[src/rtl/io_port_controller.sv]
// rtl/io_port_controller.sv - CPU I/O port bridge with RX/TX FIFOs and interrupt on RX arrival
// Define IO_PORT_INT_EN to build the RX-arrival interrupt FSM; otherwise cpu_int is tied low.
module io_port_controller #(
  parameter int DEPTH       = 4,
  parameter int INT_HOLDOFF = 4
) (
  input  logic        clk,
  input  logic        reset,
  input  logic [15:0] cpu_out_data,
  input  logic        cpu_out_wr,
  input  logic        cpu_in_rd,
  output logic [15:0] cpu_in_data,
  output logic        cpu_int,
  input  logic [15:0] ext_rx_data,
  input  logic        ext_rx_valid,
  output logic        ext_rx_ready,
  output logic [15:0] ext_tx_data,
  output logic        ext_tx_valid,
  input  logic        ext_tx_ready,
  output logic        tx_overflow
);

  localparam int AW = $clog2(DEPTH);
  localparam int CW = AW + 1;

  if (DEPTH < 2 || DEPTH > 16 || (DEPTH & (DEPTH - 1)) != 0) begin : g_bad_depth
    $error("io_port_controller: DEPTH must be a power of two in 2..16");
  end
  if (INT_HOLDOFF < 1) begin : g_bad_holdoff
    $error("io_port_controller: INT_HOLDOFF must be at least 1");
  end

  logic [15:0]   rx_mem [DEPTH];
  logic [AW-1:0] rx_wptr, rx_rptr;
  logic [CW-1:0] rx_count;
  logic          rx_full, rx_empty, rx_push, rx_pop;

  logic [15:0]   tx_mem [DEPTH];
  logic [AW-1:0] tx_wptr, tx_rptr;
  logic [CW-1:0] tx_count;
  logic          tx_full, tx_empty, tx_push, tx_pop;

  assign rx_full  = (rx_count == CW'(DEPTH));
  assign rx_empty = (rx_count == '0);
  assign rx_push  = ext_rx_valid & ~rx_full;
  assign rx_pop   = cpu_in_rd & ~rx_empty;

  assign ext_rx_ready = ~rx_full;
  assign cpu_in_data  = rx_empty ? 16'h0000 : rx_mem[rx_rptr];

  always_ff @(posedge clk or posedge reset) begin
    if (reset) begin
      rx_wptr  <= '0;
      rx_rptr  <= '0;
      rx_count <= '0;
    end else begin
      if (rx_push) rx_wptr <= rx_wptr + 1'b1;
      if (rx_pop)  rx_rptr <= rx_rptr + 1'b1;
      if (rx_push && !rx_pop)      rx_count <= rx_count + 1'b1;
      else if (!rx_push && rx_pop) rx_count <= rx_count - 1'b1;
    end
  end

  always_ff @(posedge clk) begin
    if (rx_push) rx_mem[rx_wptr] <= ext_rx_data;
  end

  // The processor cannot stall on OUT, so a full TX only drops when nothing drains that cycle.
  assign tx_full  = (tx_count == CW'(DEPTH));
  assign tx_empty = (tx_count == '0);
  assign tx_pop   = ~tx_empty & ext_tx_ready;
  assign tx_push  = cpu_out_wr & (~tx_full | tx_pop);

  assign ext_tx_valid = ~tx_empty;
  assign ext_tx_data  = tx_mem[tx_rptr];

  always_ff @(posedge clk or posedge reset) begin
    if (reset) begin
      tx_wptr     <= '0;
      tx_rptr     <= '0;
      tx_count    <= '0;
      tx_overflow <= 1'b0;
    end else begin
      if (tx_push) tx_wptr <= tx_wptr + 1'b1;
      if (tx_pop)  tx_rptr <= tx_rptr + 1'b1;
      if (tx_push && !tx_pop)      tx_count <= tx_count + 1'b1;
      else if (!tx_push && tx_pop) tx_count <= tx_count - 1'b1;
      if (cpu_out_wr && tx_full && !tx_pop) tx_overflow <= 1'b1;
    end
  end

  always_ff @(posedge clk) begin
    if (tx_push) tx_mem[tx_wptr] <= cpu_out_data;
  end

`ifdef IO_PORT_INT_EN
  localparam int HW = $clog2(INT_HOLDOFF + 1);

  typedef enum logic [1:0] {IDLE, PULSE, HOLD} int_state_t;

  int_state_t    int_state;
  logic          armed;
  logic [HW-1:0] hold_cnt;
  logic          int_q;

  // armed re-arms only on an empty RX, so a burst raises a single interrupt.
  always_ff @(posedge clk or posedge reset) begin
    if (reset) begin
      int_state <= IDLE;
      armed     <= 1'b1;
      hold_cnt  <= '0;
      int_q     <= 1'b0;
    end else begin
      case (int_state)
        IDLE: begin
          if (armed && !rx_empty) begin
            int_state <= PULSE;
            armed     <= 1'b0;
            int_q     <= 1'b1;
          end
        end
        PULSE: begin
          int_state <= HOLD;
          int_q     <= 1'b0;
          hold_cnt  <= HW'(INT_HOLDOFF - 1);
        end
        HOLD: begin
          if (hold_cnt == '0) int_state <= IDLE;
          else                hold_cnt  <= hold_cnt - 1'b1;
        end
        default: begin
          int_state <= IDLE;
          int_q     <= 1'b0;
        end
      endcase
      if (rx_empty) armed <= 1'b1;
    end
  end

  assign cpu_int = int_q;
`else
  assign cpu_int = 1'b0;
`endif

endmodule

[config.mk]
export PLATFORM = sky130hd
export DESIGN_NAME = io_port_controller
export DESIGN_NICKNAME = d
export VERILOG_FILES = /design/src/rtl/io_port_controller.sv
export SDC_FILE = /design/constraint.sdc
export NUM_CORES = 1
export LEC_CHECK = 0
export CELL_PAD_IN_SITES_DETAIL_PLACEMENT = 1
export CELL_PAD_IN_SITES_GLOBAL_PLACEMENT = 2
export CORE_MARGIN = 8
export CORE_UTILIZATION = 45
export DETAILED_ROUTE_END_ITERATION = 16
export PLACE_DENSITY = 0.87
export SYNTH_ARGS = -nofsm -noshare
export SYNTH_HDL_FRONTEND = slang
export SYNTH_SLANG_ARGS = --single-unit
[constraint.sdc]
create_clock -name clk -period 4.2 [get_ports clk]
set_input_delay 0.84 -clock clk [delete_from_list [all_inputs] [get_ports clk]]
set_output_delay 0.84 -clock clk [all_outputs]
set_load 0.005 [all_outputs]
; Word level (Yosys, flattened, before mapping)
; Memories as Yosys holds them, arrays and structs flattened.
; Cells that the tools add are included.
[classes]
addsub = 8
n_eq_ne = 2
muxes = 9
n_bitwise = 9
n_reduce_logical = 14
[ops]
columns = op, n
row1 = $mux W16, 1
row2 = $mux W3, 4
row3 = $add A2 B1 Y2 const B, 4
row4 = $add A3 B1 Y3 const B, 2
row5 = $eq A3 B3 Y1 const B, 2
row6 = $logic_and A1 B1 Y1, 6
row7 = $logic_not A3 Y1, 2
row8 = $sub A3 B1 Y3 const B, 2
row9 = $and A1 B1 Y1, 4
row10 = $logic_not A1 Y1, 4
row11 = $mux W1, 4
row12 = $not A1 Y1, 4
row13 = $reduce_bool A2 Y1, 2
row14 = $or A1 B1 Y1, 1
[word_totals]
ff_bits = 15
mem_bits_rw = 128
input_bits = 38
output_inout_bits = 36
wordCells = 51
mem_count = 2
[memory_table]
columns = memory, words, word_bits, read_ports, rd_ports_with_merged_regs, wr, line_no
row1 = rx_mem, 4, 16, 1, 0, 1, 33  ; logic [15:0] rx_mem [DEPTH];
row2 = tx_mem, 4, 16, 1, 0, 1, 38  ; logic [15:0] tx_mem [DEPTH];

; Logic depth before layout (Yosys ltp)
; Gate-level depths: netlist of run 1.
[logic_depth]
word_depth = 9
ltp_mapped = 9
depth_no_buf = 8

; Least setup slack after synthesis of run 1
; No wires, ideal clock.
[synth_timing]
kind = in2reg
startpoint = in ext_tx_ready
endpoint = reg tx_count[1]
t_arrival_ps = 2202
t_required_ps = 4075
path_slack_ps = 1873
path_stages = 7
path_buffers = 1
cell_sequence = nor4b_2 -> nor2b_1 -> buf_2 -> ha_1 -> inv_1 -> fa_1 -> mux2_2
[synth_via]
elab_chain_len = 6
[synth_lines]
columns = item, line_no
row1 = "start, declared", 19  ; input logic ext_tx_ready,
row2 = $and A1 B1 Y1 *, 71  ; assign tx_pop = ~tx_empty & ext_tx_ready;
row3 = $or A1 B1 Y1 *, 72  ; assign tx_push = cpu_out_wr & (~tx_full | tx_pop);
row4 = $and A1 B1 Y1 *, 72
row5 = via tx_push, 41  ; logic tx_full, tx_empty, tx_push, tx_pop;
row6 = $logic_not A1 Y1, 87  ; else if (!tx_push && tx_pop) tx_count <= tx_count - 1'b1;
row7 = $logic_and A1 B1 Y1, 87
row8 = $reduce_bool A2 Y1 (no line), --
row9 = "end signal, assigned", 86  ; if (tx_push && !tx_pop) tx_count <= tx_count + 1'b1;
row10 = "end signal, assigned", 87
row11 = "end, declared", 40  ; logic [CW-1:0] tx_count;
; Mark *: on every way through the listed nets, which the timed path passes. The rest lies on a longest branch.
; A chain may end at the register's enable or synchronous reset.

; Worst setup path after layout of run 1
[layout_timing]
startpoint = reg rx_rptr[1]
endpoint = out cpu_in_data[14]
[layout_via]
elab_chain_len = 2
[layout_lines]
columns = item, line_no
row1 = "start, declared", 34  ; logic [AW-1:0] rx_wptr, rx_rptr;
row2 = "start signal, assigned", 58  ; if (rx_pop) rx_rptr <= rx_rptr + 1'b1;
row3 = $mem_v2 Z4 W16, --
row4 = $mux W16, 49  ; assign cpu_in_data = rx_empty ? 16'h0000 : rx_mem[rx_rptr];
row5 = "end, declared", 12  ; output logic [15:0] cpu_in_data,
; Every way passes these cells.

==> out/metrics.yaml, run 1 <==
outcome: "complete, no violations"
p_per_area_mw_per_mm2: 731
slew_violations: 0
top_layer: "met4"
period_minus_slack_ps: 3140
rsz0062_at_grt: "no"
cp-end-kind: "output port"
worst_pin_slew_ps: 897
viasPerCell: 4.96
startpoint_type: "register"
hpwl_mm: 6.81
drive_gt1_frac: 0.202
vias: 2606
antenna_found_initial: 0
worst_path_max_delay_cell: "dfrtp_1"
leakagePower_nw: 2.41
synth.avg_cell_area_um2: 21.5
firstDrtPassIters: 4
most-common-layout-cells: "edfxtp_1 (128), clkdlybuf4s50_1 (72), mux4_2 (32)"
cts_hold_buffers: 0
routedWlPerCell_um: 20.0
grt_pass1_vias: 2940
cts_max_path_buffers: 2
drc: 0
mappedNetlistArea_mm2: 0.00560
setup_viol: 0
grt_overflow: 0
synth_fp_nets: 311
cts_setup_buffers: 0
port_buffers: 72
dp_slack_ps: 1100
initial_core_util: 0.465
finalWirelength_mm: 10.5
ant_nets: 0
postSynthRegisterBits: 143
cts_sinks: 143
power_mw: 5.18
yosysWarnings: 0
hp-class: "reg2reg"
utilization: 0.587
clock-root-buffer: "clkbuf_16"
die_height_um: 128
crit_path_max_incr_delay_ps: 850
cts_buffers: 17
cts_tree: "done"
fp.coreArea_mm2: 0.0121
arrival_ps: 2300
yosysSeqAreaShare: 0.753
wl_met3_um: 425
wl_met1_mm: 4.29
ios: 74
final.setup.tns_ps: 0
path_cells: "mux4_2, nor2b_1, clkdlybuf4s50_1"
finalCritPeriodShare: 0.748
grt_max_degree: 19
grt.total_usage: 0.138
dieArea_mm2: 0.0163
finalWeightedCongestion: 0.695
grt_pass1_wl_mm: 16.2
cp.required_ps: 3360
critPathMaxFanout: 17
synthCells: 261
die_x_um: 128
syn2layout_area_growth_pct: 26.3
clk_pin_slew_worst_paths_ps: 60
clock.fmax_ghz: 0.318
clock_latency_ps: 420
cts_resized: 0
crit_type: "reg2out"
setup_ws_ps: 1060
hold_viol: 0
ys_types: 25
skew_ps: 7.05
layout_commonest_cell: "edfxtp_1"
irDropWorstVdd_mv: 0.362
diodes: 0
maxCapViolCount: 0
slew-limit-headroom: 0.402
initialDrtViolationCount: 225
fin_nets: 394
h-tree-depth: 4
num_rows: 40
wl_met2_mm: 5.55
-- worst max-delay path: cells and delay by family, from the launching register on --
family	cells	cell delay [ps]
flip-flops	1	850
buffers and inverters	1	480
multiplexers	1	400
AND/OR/NAND/NOR	1	150
-- logic make-up (layout without fill, tap and decap cells) --
group           count (synthesis)  count (layout)  share of synthesized area
compound gates                  2               2                    0.00335
xor+xnor                       12              12                     0.0188
fa+ha+maj                      12              12                     0.0295
buf+inv                        18             114                     0.0179
flops                         143             143                      0.753
mux                            36              36                      0.137
other cells                     1               1                   0.000669
simple gates                   37              37                     0.0402
-- sequential cells by signal (all words and copies together) (netlist names) --
| register | flops |
|---|---|
| rx_wptr | 2 |
| tx_overflow | 1 |
| tx_rptr | 2 |
| rx_rptr | 2 |
| tx_wptr | 2 |
| tx_count | 3 |
| tx_mem | 64 |
| rx_count | 3 |
| rx_mem | 64 |
-- Yosys cell counts --
library cell	instances	area share
edfxtp_1	128	0.69
mux4_2	32	0.13
nor2b_1	17	0.019
dfrtp_1	15	0.067
ha_1	10	0.022
and2_1	8	0.0089
inv_1	7	0.0047
xnor2_1	7	0.011
buf_2	5	0.0045
xor2_1	5	0.0078
mux2_2	4	0.0080
nor2_1	4	0.0027
buf_4	3	0.0040
nand2_1	3	0.0020
buf_6	2	0.0040
fa_1	2	0.0071
a21boi_2	1	0.0020
a21o_1	1	0.0013
clkbuf_1	1	0.00067
conb_1	1	0.00067
nand2b_1	1	0.0011
nand3_1	1	0.00089
nor3_2	1	0.0018
nor4b_2	1	0.0027
or3_1	1	0.0011
-- final cells by class --
type / instances / area [um2]
clock buffers: 18 / 429
clock inverters: 14 / 166
fillers: 1037 / 4980
inverters: 7 / 26.3
multi-input cells: 100 / 1280
flip-flops and latches: 143 / 4220
well taps: 168 / 210
repair buffers: 75 / 743
-- power breakdown --
group          switching, mW  internal (mW)
registers              0.189           1.91
clock network          0.555          0.931
logic                  0.650          0.944
total                   1.39           3.78
-- layer usage --
| metal | vias up | global-route usage |
|---|---|---|
| met5 | - | 0 |
| met4 | 0 | 0.0776 |
| met3 | 16 | 0.0403 |
| met2 | 48 | 0.234 |
| met1 | 1353 | 0.153 |
| li1 | 1189 | - |
-- path summary, 6_finish.rpt --
path,depth (start not counted),slack (ps),to,from
setup / recovery,3,1060,cpu_in_data[14],rx_rptr[1]$_DFFE_PP0P_
hold / removal,1,460,tx_overflow$_DFFE_PP0P_,tx_overflow$_DFFE_PP0P_
setup reg to reg,9,1940,rx_count[2]$_DFFE_PP0P_,rx_count[0]$_DFFE_PP0P_
hold reg to reg,1,460,tx_overflow$_DFFE_PP0P_,tx_overflow$_DFFE_PP0P_
max in group asynchronous,2,3030,tx_rptr[1]$_DFFE_PP0N_,reset
min in group asynchronous,2,780,rx_count[2]$_DFFE_PP0P_,reset
-- metrics by stage --
stage          hold slack (ps)  cell area (um2)  std cells
6_report                   461             7080        525
5_1_grt                    490             7080        525
4_1_cts                    468             7080        525
3_5_place_dp               450             6480        493
3_3_place_gp               450             6480        493
2_1_floorplan              447             5600        261
Note: power is estimated with default switching activity, not from simulation.
==> inputs of run 2 (changes only) <==
--- a/config.mk
+++ b/config.mk
@@ -8,9 +8,9 @@
 export CELL_PAD_IN_SITES_DETAIL_PLACEMENT = 1
 export CELL_PAD_IN_SITES_GLOBAL_PLACEMENT = 2
 export CORE_MARGIN = 8
-export CORE_UTILIZATION = 45
+export CORE_UTILIZATION = 42
 export DETAILED_ROUTE_END_ITERATION = 16
-export PLACE_DENSITY = 0.87
+export PLACE_DENSITY = 0.82
 export SYNTH_ARGS = -nofsm -noshare
 export SYNTH_HDL_FRONTEND = slang
 export SYNTH_SLANG_ARGS = --single-unit
==> constraint.sdc (replaced) <==
create_clock -name clk -period 3 [get_ports clk]
set_input_delay 0.6 -clock clk [delete_from_list [all_inputs] [get_ports clk]]
set_output_delay 0.6 -clock clk [all_outputs]
set_load 0.005 [all_outputs]
==> run 2 against run 1 <==
  * Combinational power grew 45%
  * Total power grew 41%
  * Core utilization shrank 4.3 points
  * Clock-buffer cell count shrank 1
  * Global-route usage shrank 0.89 points
  * Sequential share of layout area shrank 0.60 points
  * Via count grew 1.9%
  * Critical path depth grew 1
  * Clock power grew 42%
  * Highest routed layer unchanged
==> out/metrics.yaml, run 2 (synthesis gave the netlist of run 1 again) <==
top_regs: "rx_mem x64, tx_mem x64"
ios: 74
viasPerCell: 4.93
grt_pass1_wl_mm: 16.9
initial_core_util: 0.426
cp-end-kind: "output port"
slew_violations: 0
cts_tree: "done"
maxCapViolCount: 0
reg2reg_slack_ps: 780
skew_ps: 5.69
cts_max_path_buffers: 2
final.setup.tns_ps: 0
hold_start: "tx_overflow$_DFFE_PP0P_"
rsz0062_at_grt: "no"
clock.fmax_ghz: 0.350
period_minus_slack_ps: 2860
fillers: 1182
hold_depth: 1
syn2layout_area_growth_pct: 27.6
port_buffers: 72
routedWlPerCell_um: 19.7
critPathMaxFanout: 18
drc: 0
irDropWorstVdd_mv: 0.500
critPathLaunch: "rx_rptr[0]$_DFFE_PP0P_"
hpwl_mm: 6.87
most-common-layout-cells: "edfxtp_1 (128), clkdlybuf4s50_1 (72), mux4_2 (32)"
hold_viol: 0
cts_resized: 0
placed_cell_area_mm2: 0.00655
cts_setup_buffers: 0
finalWirelength_mm: 10.6
utilization: 0.544
dieArea_mm2: 0.0173
ant_nets: 0
leakagePower_nw: 2.45
die_height_um: 132
crit_type: "reg2out"
clock_latency_ps: 410
rr_startpoint: "tx_count[0]$_DFFE_PP0P_"
firstDrtPassIters: 4
grt_overflow: 0
fin_nets: 402
cts_sinks: 143
vias: 2656
drive_gt1_frac: 0.215
clk_pin_slew_worst_paths_ps: 60
finalWeightedCongestion: 0.706
grt_pass1_vias: 3026
h-tree-depth: 4
antenna_found_initial: 0
finalCritPeriodShare: 0.953
setup_viol: 0
clock-root-buffer: "clkbuf_16"
num_rows: 42
die_x_um: 132
cts_hold_buffers: 0
power_mw: 7.31
p_per_area_mw_per_mm2: 1020
grt_max_degree: 19
arrival_ps: 2260
hp-class: "reg2reg"
layout_commonest_cell: "edfxtp_1"
slew-limit-headroom: 0.465
r2r_end: "tx_count[2]$_DFFE_PP0P_"
worst_pin_slew_ps: 803
cp.required_ps: 2400
grt.total_usage: 0.129
hold_ws_ps: 474
min_to: "tx_overflow$_DFFE_PP0P_"
outcome: "complete, no violations"
diodes: 0
final_area_mm2: 0.00715
initialDrtViolationCount: 149
startpoint_type: "register"
r2r_cells: 8
fp.coreArea_mm2: 0.0131
cts_buffers: 17
[run 2: changes by cell type in the layout (fill, tap and decap cells not counted)]
cell and change:
clkinv_4 -3, clkinv_1 +1, inv_6 -1, bufinv_16 +1
buf_4 +8, clkinvlp_4 +1, clkbuf_1 -1
[run 2: cell type report]
cell class | instances | area [um2] | area share
Multi-Input combinational cell | 100 | 1280 | 0.180
Tap cell | 176 | 220 | 0.0308
Timing Repair Buffer | 83 | 803 | 0.112
Inverter | 7 | 26.3 | 0.00367
Sequential cell | 143 | 4220 | 0.590
Clock inverter | 13 | 173 | 0.0241
Clock buffer | 17 | 425 | 0.0595
[run 2: per-layer routing]
metal,routed length [um],vias to the layer above,GRT usage
li1,-,1204,-
met1,4450,1377,0.143
met2,5530,63,0.224
met3,478,12,0.0415
met4,134,0,0.0517
met5,0,-,0
[run 2: how the worst max path moves through the flow]
| stage | to | slack, ps | cells after the start |
|---|---|---|---|
| 2_1_floorplan | tx_count[1]$_DFFE_PP0P_ | 910 | 7 |
| 3_3_place_gp | tx_mem[2][7]$_DFFE_PP_ | 420 | 5 |
| 3_5_place_dp | tx_mem[3][14]$_DFFE_PP_ | 360 | 5 |
| 4_1_cts | cpu_in_data[1] | 70 | 4 |
| 5_1_grt | cpu_in_data[1] | 30 | 4 |
| 6_report | cpu_in_data[1] | 140 | 4 |
[run 2: worst max-delay path, cell delays in order, from the launching register on]
cell	delay, ps
dfrtp_1	320
buf_4	340
mux4_2	560
nor2b_1	160
clkdlybuf4s50_1	460
[run 2: through the flow]
stage	setup slack, ps	cells
2_1_floorplan	913	261
5_1_grt	27.1	539
4_1_cts	72.6	539
3_3_place_gp	423	509
6_report	142	539
3_5_place_dp	363	509
[run 2: where the power goes]
| part | internal (mW) | switching, mW |
|---|---|---|
| registers | 2.67 | 0.225 |
| logic | 1.35 | 0.951 |
| clock network | 1.37 | 0.749 |
